$ cat src/rtl/imm_pkg.sv
// imm_pkg: shared immediate-format definitions for the decode path.
//   imm_src_t  : immediate format selector (I/S/B/U/J/Z; 110/111 reserved)
//   imm_ext_t  : extended immediate at the widest supported XLEN plus illegal flag
//   imm_extend : combinational extractor/sign-extender; callers truncate to XLEN
package imm_pkg;

  localparam int XLEN_MAX = 64;

  typedef enum logic [2:0] {
    IMM_I = 3'd0,
    IMM_S = 3'd1,
    IMM_B = 3'd2,
    IMM_U = 3'd3,
    IMM_J = 3'd4,
    IMM_Z = 3'd5
  } imm_src_t;

  typedef struct packed {
    logic [XLEN_MAX-1:0] imm;
    logic                illegal;
  } imm_ext_t;

  // Result is always built at 64 bits. The low 32 bits of a 64-bit sign
  // extension equal the 32-bit sign extension, so RV32 users just truncate.
  function automatic imm_ext_t imm_extend(input logic [31:0] instr,
                                          input logic [2:0]  src);
    imm_ext_t            r;
    logic [XLEN_MAX-1:0] s;
    s         = {XLEN_MAX{instr[31]}};
    r.imm     = '0;
    r.illegal = 1'b0;
    case (src)
      IMM_I:   r.imm = {s[63:12], instr[31:20]};
      IMM_S:   r.imm = {s[63:12], instr[31:25], instr[11:7]};
      IMM_B:   r.imm = {s[63:12], instr[7], instr[30:25], instr[11:8], 1'b0};
      IMM_U:   r.imm = {s[63:32], instr[31:12], 12'b0};
      IMM_J:   r.imm = {s[63:20], instr[19:12], instr[20], instr[30:21], 1'b0};
      IMM_Z:   r.imm = {59'b0, instr[19:15]};
      // Reserved formats still flow down the pipe, flagged rather than dropped.
      default: r.illegal = 1'b1;
    endcase
    return r;
  endfunction

endpackage

$ cat src/rtl/imm_decode_stage_if.sv
// imm_decode_stage_if: upstream and downstream handshakes of the immediate
// decode stage.
//   in_*  : instruction, format, pc with valid/ready (stage is the sink)
//   out_* : imm, target, illegal with valid/ready (stage is the source)
// master = environment side (drives inputs), slave = stage side.
interface imm_decode_stage_if #(parameter int XLEN = 32);
  logic            in_valid;
  logic            in_ready;
  logic [31:0]     in_instr;
  logic [2:0]      in_imm_src;
  logic [XLEN-1:0] in_pc;
  logic            out_valid;
  logic            out_ready;
  logic [XLEN-1:0] out_imm;
  logic [XLEN-1:0] out_target;
  logic            out_illegal;

  modport master (
    output in_valid, in_instr, in_imm_src, in_pc, out_ready,
    input  in_ready, out_valid, out_imm, out_target, out_illegal
  );

  modport slave (
    input  in_valid, in_instr, in_imm_src, in_pc, out_ready,
    output in_ready, out_valid, out_imm, out_target, out_illegal
  );
endinterface

$ cat src/rtl/imm_skid_buf.sv
// imm_skid_buf: generic 2-entry valid/ready buffer.
//   clk, rst_n          : clock, synchronous active-low reset
//   in_valid_i/in_ready_o/in_data_i    : upstream handshake
//   out_valid_o/out_ready_i/out_data_o : downstream handshake
// The "main" slot drives the outputs; "skid" catches the one word that can
// arrive in the cycle downstream stalls. in_ready_o is a flop, so there is no
// combinational path from out_ready_i to in_ready_o.
module imm_skid_buf #(
  parameter int WIDTH = 8
) (
  input  logic             clk,
  input  logic             rst_n,
  input  logic             in_valid_i,
  output logic             in_ready_o,
  input  logic [WIDTH-1:0] in_data_i,
  output logic             out_valid_o,
  input  logic             out_ready_i,
  output logic [WIDTH-1:0] out_data_o
);

  typedef enum logic [1:0] {
    EMPTY = 2'd0,
    ONE   = 2'd1,
    FULL  = 2'd2
  } buf_state_t;

  buf_state_t       state_q;
  logic [WIDTH-1:0] main_q;
  logic [WIDTH-1:0] skid_q;
  logic             main_vld_q;
  logic             in_ready_q;
  logic             push;
  logic             pop;

  assign push = in_valid_i & in_ready_q;
  assign pop  = main_vld_q & out_ready_i;

  always_ff @(posedge clk) begin
    if (!rst_n) begin
      state_q    <= EMPTY;
      main_q     <= '0;
      skid_q     <= '0;
      main_vld_q <= 1'b0;
      in_ready_q <= 1'b1;
    end else begin
      case (state_q)
        EMPTY: begin
          if (push) begin
            main_q     <= in_data_i;
            main_vld_q <= 1'b1;
            state_q    <= ONE;
          end
        end
        ONE: begin
          if (push && pop) begin
            // Streaming case: reload main directly, never touch skid.
            main_q <= in_data_i;
          end else if (push) begin
            skid_q     <= in_data_i;
            in_ready_q <= 1'b0;
            state_q    <= FULL;
          end else if (pop) begin
            main_vld_q <= 1'b0;
            state_q    <= EMPTY;
          end
        end
        FULL: begin
          // in_ready is low here, so only a pop can happen.
          if (pop) begin
            main_q     <= skid_q;
            in_ready_q <= 1'b1;
            state_q    <= ONE;
          end
        end
        default: begin
          main_vld_q <= 1'b0;
          in_ready_q <= 1'b1;
          state_q    <= EMPTY;
        end
      endcase
    end
  end

  assign in_ready_o  = in_ready_q;
  assign out_valid_o = main_vld_q;
  assign out_data_o  = main_q;

endmodule

$ cat src/rtl/imm_decode_stage.sv
// imm_decode_stage: registered immediate generator with pc+imm target.
//   clk, rst_n : clock, synchronous active-low reset
//   bus        : imm_decode_stage_if.slave
//                in_valid/in_ready, in_instr, in_imm_src, in_pc  (upstream)
//                out_valid/out_ready, out_imm, out_target, out_illegal (down)
// Extension and the target adder are combinational ahead of a 2-entry skid
// buffer, giving 1-cycle latency and full throughput.
module imm_decode_stage
  import imm_pkg::*;
#(
  parameter int XLEN = 32
) (
  input logic               clk,
  input logic               rst_n,
  imm_decode_stage_if.slave bus
);

  localparam int BW = 2 * XLEN + 1;

  if (XLEN != 32 && XLEN != 64) begin : g_bad_xlen
    $error("imm_decode_stage: XLEN must be 32 or 64");
  end

  imm_ext_t        ext;
  logic [XLEN-1:0] imm;
  logic [XLEN-1:0] target;
  logic [BW-1:0]   bundle_in;
  logic [BW-1:0]   bundle_out;
  logic            unused_ext_hi;

  assign ext    = imm_extend(bus.in_instr, bus.in_imm_src);
  assign imm    = ext.imm[XLEN-1:0];
  // Carry out is dropped on purpose: targets wrap modulo 2^XLEN.
  assign target = bus.in_pc + imm;

  // Upper extension bits are pure sign copies when XLEN is 32.
  assign unused_ext_hi = ^ext.imm;

  assign bundle_in = {imm, target, ext.illegal};

  imm_skid_buf #(.WIDTH(BW)) u_skid (
    .clk         (clk),
    .rst_n       (rst_n),
    .in_valid_i  (bus.in_valid),
    .in_ready_o  (bus.in_ready),
    .in_data_i   (bundle_in),
    .out_valid_o (bus.out_valid),
    .out_ready_i (bus.out_ready),
    .out_data_o  (bundle_out)
  );

  assign bus.out_imm     = bundle_out[BW-1 -: XLEN];
  assign bus.out_target  = bundle_out[XLEN:1];
  assign bus.out_illegal = bundle_out[0];

endmodule

$ cat src/flat_wrapper.sv
// flat-port wrapper written by rule: the top's interface ports become plain ports
module imm_decode_stage_flat import imm_pkg::*;
#(
  parameter int XLEN = 32
)
  (clk, rst_n, bus_in_valid, bus_in_instr, bus_in_imm_src, bus_in_pc, bus_out_ready, bus_in_ready, bus_out_valid, bus_out_imm, bus_out_target, bus_out_illegal);
  imm_decode_stage_if #(.XLEN(XLEN)) bus_i ();
  input logic clk;
  input logic rst_n;
  input wire logic [$bits(bus_i.in_valid)-1:0] bus_in_valid;
  input wire logic [$bits(bus_i.in_instr)-1:0] bus_in_instr;
  input wire logic [$bits(bus_i.in_imm_src)-1:0] bus_in_imm_src;
  input wire logic [$bits(bus_i.in_pc)-1:0] bus_in_pc;
  input wire logic [$bits(bus_i.out_ready)-1:0] bus_out_ready;
  output wire logic [$bits(bus_i.in_ready)-1:0] bus_in_ready;
  output wire logic [$bits(bus_i.out_valid)-1:0] bus_out_valid;
  output wire logic [$bits(bus_i.out_imm)-1:0] bus_out_imm;
  output wire logic [$bits(bus_i.out_target)-1:0] bus_out_target;
  output wire logic [$bits(bus_i.out_illegal)-1:0] bus_out_illegal;
  assign bus_i.in_valid = bus_in_valid;
  assign bus_i.in_instr = bus_in_instr;
  assign bus_i.in_imm_src = bus_in_imm_src;
  assign bus_i.in_pc = bus_in_pc;
  assign bus_i.out_ready = bus_out_ready;
  assign bus_in_ready = bus_i.in_ready;
  assign bus_out_valid = bus_i.out_valid;
  assign bus_out_imm = bus_i.out_imm;
  assign bus_out_target = bus_i.out_target;
  assign bus_out_illegal = bus_i.out_illegal;
  imm_decode_stage #(.XLEN(XLEN)) u_core (.clk(clk), .rst_n(rst_n), .bus(bus_i));
endmodule
$ cat config.mk
export PLATFORM = sky130hd
export DESIGN_NAME = imm_decode_stage_flat
export DESIGN_NICKNAME = d
export VERILOG_FILES = /design/src/rtl/imm_pkg.sv /design/src/rtl/imm_decode_stage_if.sv /design/src/rtl/imm_skid_buf.sv /design/src/rtl/imm_decode_stage.sv /design/src/flat_wrapper.sv
export SDC_FILE = /design/constraint.sdc
export NUM_CORES = 1
export LEC_CHECK = 0
export CORE_ASPECT_RATIO = 0.75
export CORE_MARGIN = 4
export CORE_UTILIZATION = 35
export CTS_CLUSTER_SIZE = 16
export DETAILED_ROUTE_END_ITERATION = 7
export SETUP_SLACK_MARGIN = 0.05
export SLEW_MARGIN = 5
export SYNTH_ARGS = -nofsm -noshare
export SYNTH_HDL_FRONTEND = slang
export SYNTH_SLANG_ARGS = --single-unit
$ cat constraint.sdc
create_clock -name clk -period 7.5 [get_ports clk]
set_input_delay 0.75 -clock clk [delete_from_list [all_inputs] [get_ports clk]]
set_output_delay 0.75 -clock clk [all_outputs]
set_load 0.005 [all_outputs]
==> flow_metrics.py <==
metrics = {
    "outcome": {
        "status": "finished clean",
    },
    "yosys": {
        "seq_area_frac_synth_pct": 35.26,
        "ys_ff_latch": 134,
        "synth_top_flop_cell": "dfxtp_1",
        "async_flop_share_pct": 0,
        "syn_area_sq_mm": 0.007609,
        "yosysWarnings": 0,
        "synth_top_area_share_pct": 35.26,
        "synth_largest_area_cell": "dfxtp_1",
        "synth_cells": 1001,
        "synth_edf_count": 0,
        "synth.avg_cell_area_sq_um": 7.601,
        "synth.distinct_cells": 62,
        "synth.net_count": 1104,
        "synthTopCellsByArea": "dfxtp_1 35%, nand2_1 9.6%, a21oi_1 8.0%",
    },
    "setup_path": {
        "cp-end-kind": "register",
        "start_kind": "input pin",
        "r2r_cells": 8,
        "required_ns": 7.86,
        "r2r-start": "u_core.u_skid.out_valid_o",
        "crit_type": "input pin to register",
        "crit_fanout": 26,
        "regToRegSetupSlack_ns": 4.40,
        "worstPathArrival_ns": 5.40,
        "reg2reg_to": "u_core.u_skid.out_data_o[48]",
    },
    "clock_tree": {
        "cts.clk_slew.worst_paths_ns": 0.06,
        "cts_made_buffers": 17,
        "cts_hold_buf": 0,
        "cts-root-buf": "clkbuf_16",
        "clk_path_buf_depth": 2,
        "ctsResizeCount": 0,
        "clock-sinks": 134,
        "post_cts_buffers": 0,
        "insertion_delay_ns": 0.43,
        "h-tree-depth": 4,
        "cts_tree": "built",
    },
    "layout": {
        "drive_above_1_share_pct": 5.114,
        "area_delta_synth_final_pct": 27.02,
        "multiInputGateArea_sq_mm": 0.004578,
        "insertedDiodeCount": 0,
        "layout_commonest_cell": "nand2_1",
        "fillerInstances": 2094,
        "seqCellArea_sq_mm": 0.002683,
        "layout_common_cells": "195 x nand2_1, 134 x dfxtp_1, 129 x clkdlybuf4s50_1, 121 x a21oi_1, 79 x nor2_1",
        "nets": 1185,
        "fin_cells": 1383,
    },
    "sta": {
        "slew_viol_final": 0,
        "holdWs_ns": 0.4520,
        "worst_pin_slew_ns": 1.029,
        "setup_violations": 0,
        "fmax_ghz": 0.1983,
        "slew_headroom_pct": 31.38,
        "hold_viol_final": 0,
        "tns_ns": 0,
        "finalCritPeriodShare_pct": 67.22,
        "clock_skew_ns": 0.009907,
        "period_minus_slack_ns": 5.042,
        "rsz0062_at_grt": "false",
    },
    "place": {
        "port_buffers": 130,
        "globalplace.congestion": 0.8927,
        "hpwlAfterDp_microns": 16650,
        "place_inst": 1351,
    },
    "power": {
        "max-vdd-ir-drop_mv": 0.1540,
        "pwr-share-seq_pct": 36.3,
        "intPower_uw": 1562,
        "powerDensity_mw_per_mm2": 235.6,
        "leakagePower_uw": 0.004100,
        "pwr-share-comb_pct": 27.2,
        "power_frac_clock_pct": 36.5,
        "swShare_pct": 31.41,
        "p_sw_uw": 715.2,
    },
    "route": {
        "drc": 0,
        "ant_nets": 0,
        "viasPerCell": 5.362,
        "wl_microns": 23560,
        "first_iter_violations": 730,
        "wl_per_cell_microns": 17.04,
        "drt_pre_antenna_iters": 5,
        "vias": 7416,
    },
    "grt": {
        "grt_start_max_net_pins": 96,
        "grt_pass1_wl_microns": 36850,
        "antenna_found_initial": 0,
        "grtUsageMet2_pct": 27.09,
        "grt_util_met3_pct": 3.599,
        "gr-total-overflow": 0,
        "grtUsageTotal_pct": 19.30,
        "met1_usage_pct": 29.37,
        "grt.busiest_layer": "met1",
        "grt_pass1_vias": 6693,
    },
    "floorplanning": {
        "ioPinCount": 138,
        "rows": 46,
        "start_util_pct": 35.83,
        "die-area_sq_mm": 0.02419,
        "die_x_microns": 178.3,
        "core_area_sq_mm": 0.02124,
        "die_h_microns": 135.7,
    },
    "hold_path": {
        "worstHoldPathType": "register to register",
        "hp-start": "u_core.u_skid.out_data_o[35]",
        "hold_depth": 2,
        "hold_path_end": "u_core.u_skid.out_data_o[35]",
    },
    "run": {
        "maxCapViolCount": 0,
    },
}
-- kinds of logic after synthesis --
kind of cell    count (synthesis)  share of synthesized area (%)
compound gates                325                          28.89
xor+xnor                       30                          3.453
fa+ha+maj                      32                          5.361
buf+inv                       104                          5.180
flops                         134                          35.26
mux                             3                         0.4275
simple gates                  373                          21.43
-- cells in the mapped netlist (10+ instances only) --
cell      number
nand2_1      195
dfxtp_1      134
a21oi_1      121
nor2_1        79
clkbuf_1      69
o21ai_0       43
ha_1          31
o211a_1       31
inv_1         28
a211oi_1      27
a21o_1        19
nor2b_1       19
nand3_1       16
xor2_1        16
xnor2_1       14
a311oi_1      13
nand2b_1      12
nand4_1       11
o211ai_1      10
-- power by group through the flow --
stage | sequential, uW | clock [uW] | combinational, uW
5_1_grt | 835 | 873 | 685
3_3_place_gp | 840 | 0 | 611
2_1_floorplan | 835 | 0 | 371
4_1_cts | 827 | 846 | 620
3_5_place_dp | 842 | 0 | 617
6_report | 827 | 832 | 618
-- registers in the layout (all words and copies together) (netlist names) --
signal / flops
u_core.u_skid.state_q: 2
u_core.u_skid.out_valid_o: 1
u_core.u_skid.skid_q: 65
u_core.u_skid.out_data_o: 65
u_core.u_skid.in_ready_o: 1
-- layer usage --
metal	vias up	wire length, microns
met3	28	1199
li1	3714	-
met1	3477	12110
met5	-	0
met4	0	446
met2	197	9812
-- worst max-delay path: stages --
cell             delay [ns]
clkdlybuf4s50_1        1.01
nor2b_1                0.56
a21boi_0               0.17
o22a_1                 0.25
inv_1                  0.12
ha_1                   0.30
a21o_1                 0.23
a211oi_1               0.34
o2bb2ai_1              0.16
a2111oi_0              0.77
o41ai_1                0.21
xor2_1                 0.28
nand2_1                0.08
a21oi_1                0.15
-- area by class of cell --
class | instances | area share [%]
clock buffer | 21 | 4.764
clock inverter | 11 | 1.295
inverter | 29 | 1.126
multi-input combinational | 763 | 47.37
sequential | 134 | 27.76
tap | 288 | 3.729
timing repair buffer | 137 | 13.96
-- worst max path at each step --
stage	start	endpoint	slack [ns]	depth (start not counted)
detailed placement	bus_in_imm_src[2]	u_core.u_skid.skid_q[31]	2.06	14
finish	bus_in_imm_src[2]	u_core.u_skid.skid_q[31]	2.46	14
CTS	bus_in_imm_src[2]	u_core.u_skid.skid_q[31]	2.49	14
floorplan	bus_in_imm_src[1]	u_core.u_skid.out_data_o[32]	3.79	16
global placement	bus_in_imm_src[2]	u_core.u_skid.out_data_o[31]	2.07	13
global route	bus_in_imm_src[2]	u_core.u_skid.skid_q[31]	2.14	15
-- per-stage QoR --
stage	total power, uW	setup WS, ns	area, sq um	utilization [%]
floorplan	1206	3.792	7609	-
global placement	1452	2.072	9079	42.75
detailed placement	1459	2.056	9079	42.75
CTS	2293	2.494	9664	45.50
global route	2393	2.145	9664	45.50
finish	2277	2.458	9664	45.50
Power figures use the tool's default switching activity.
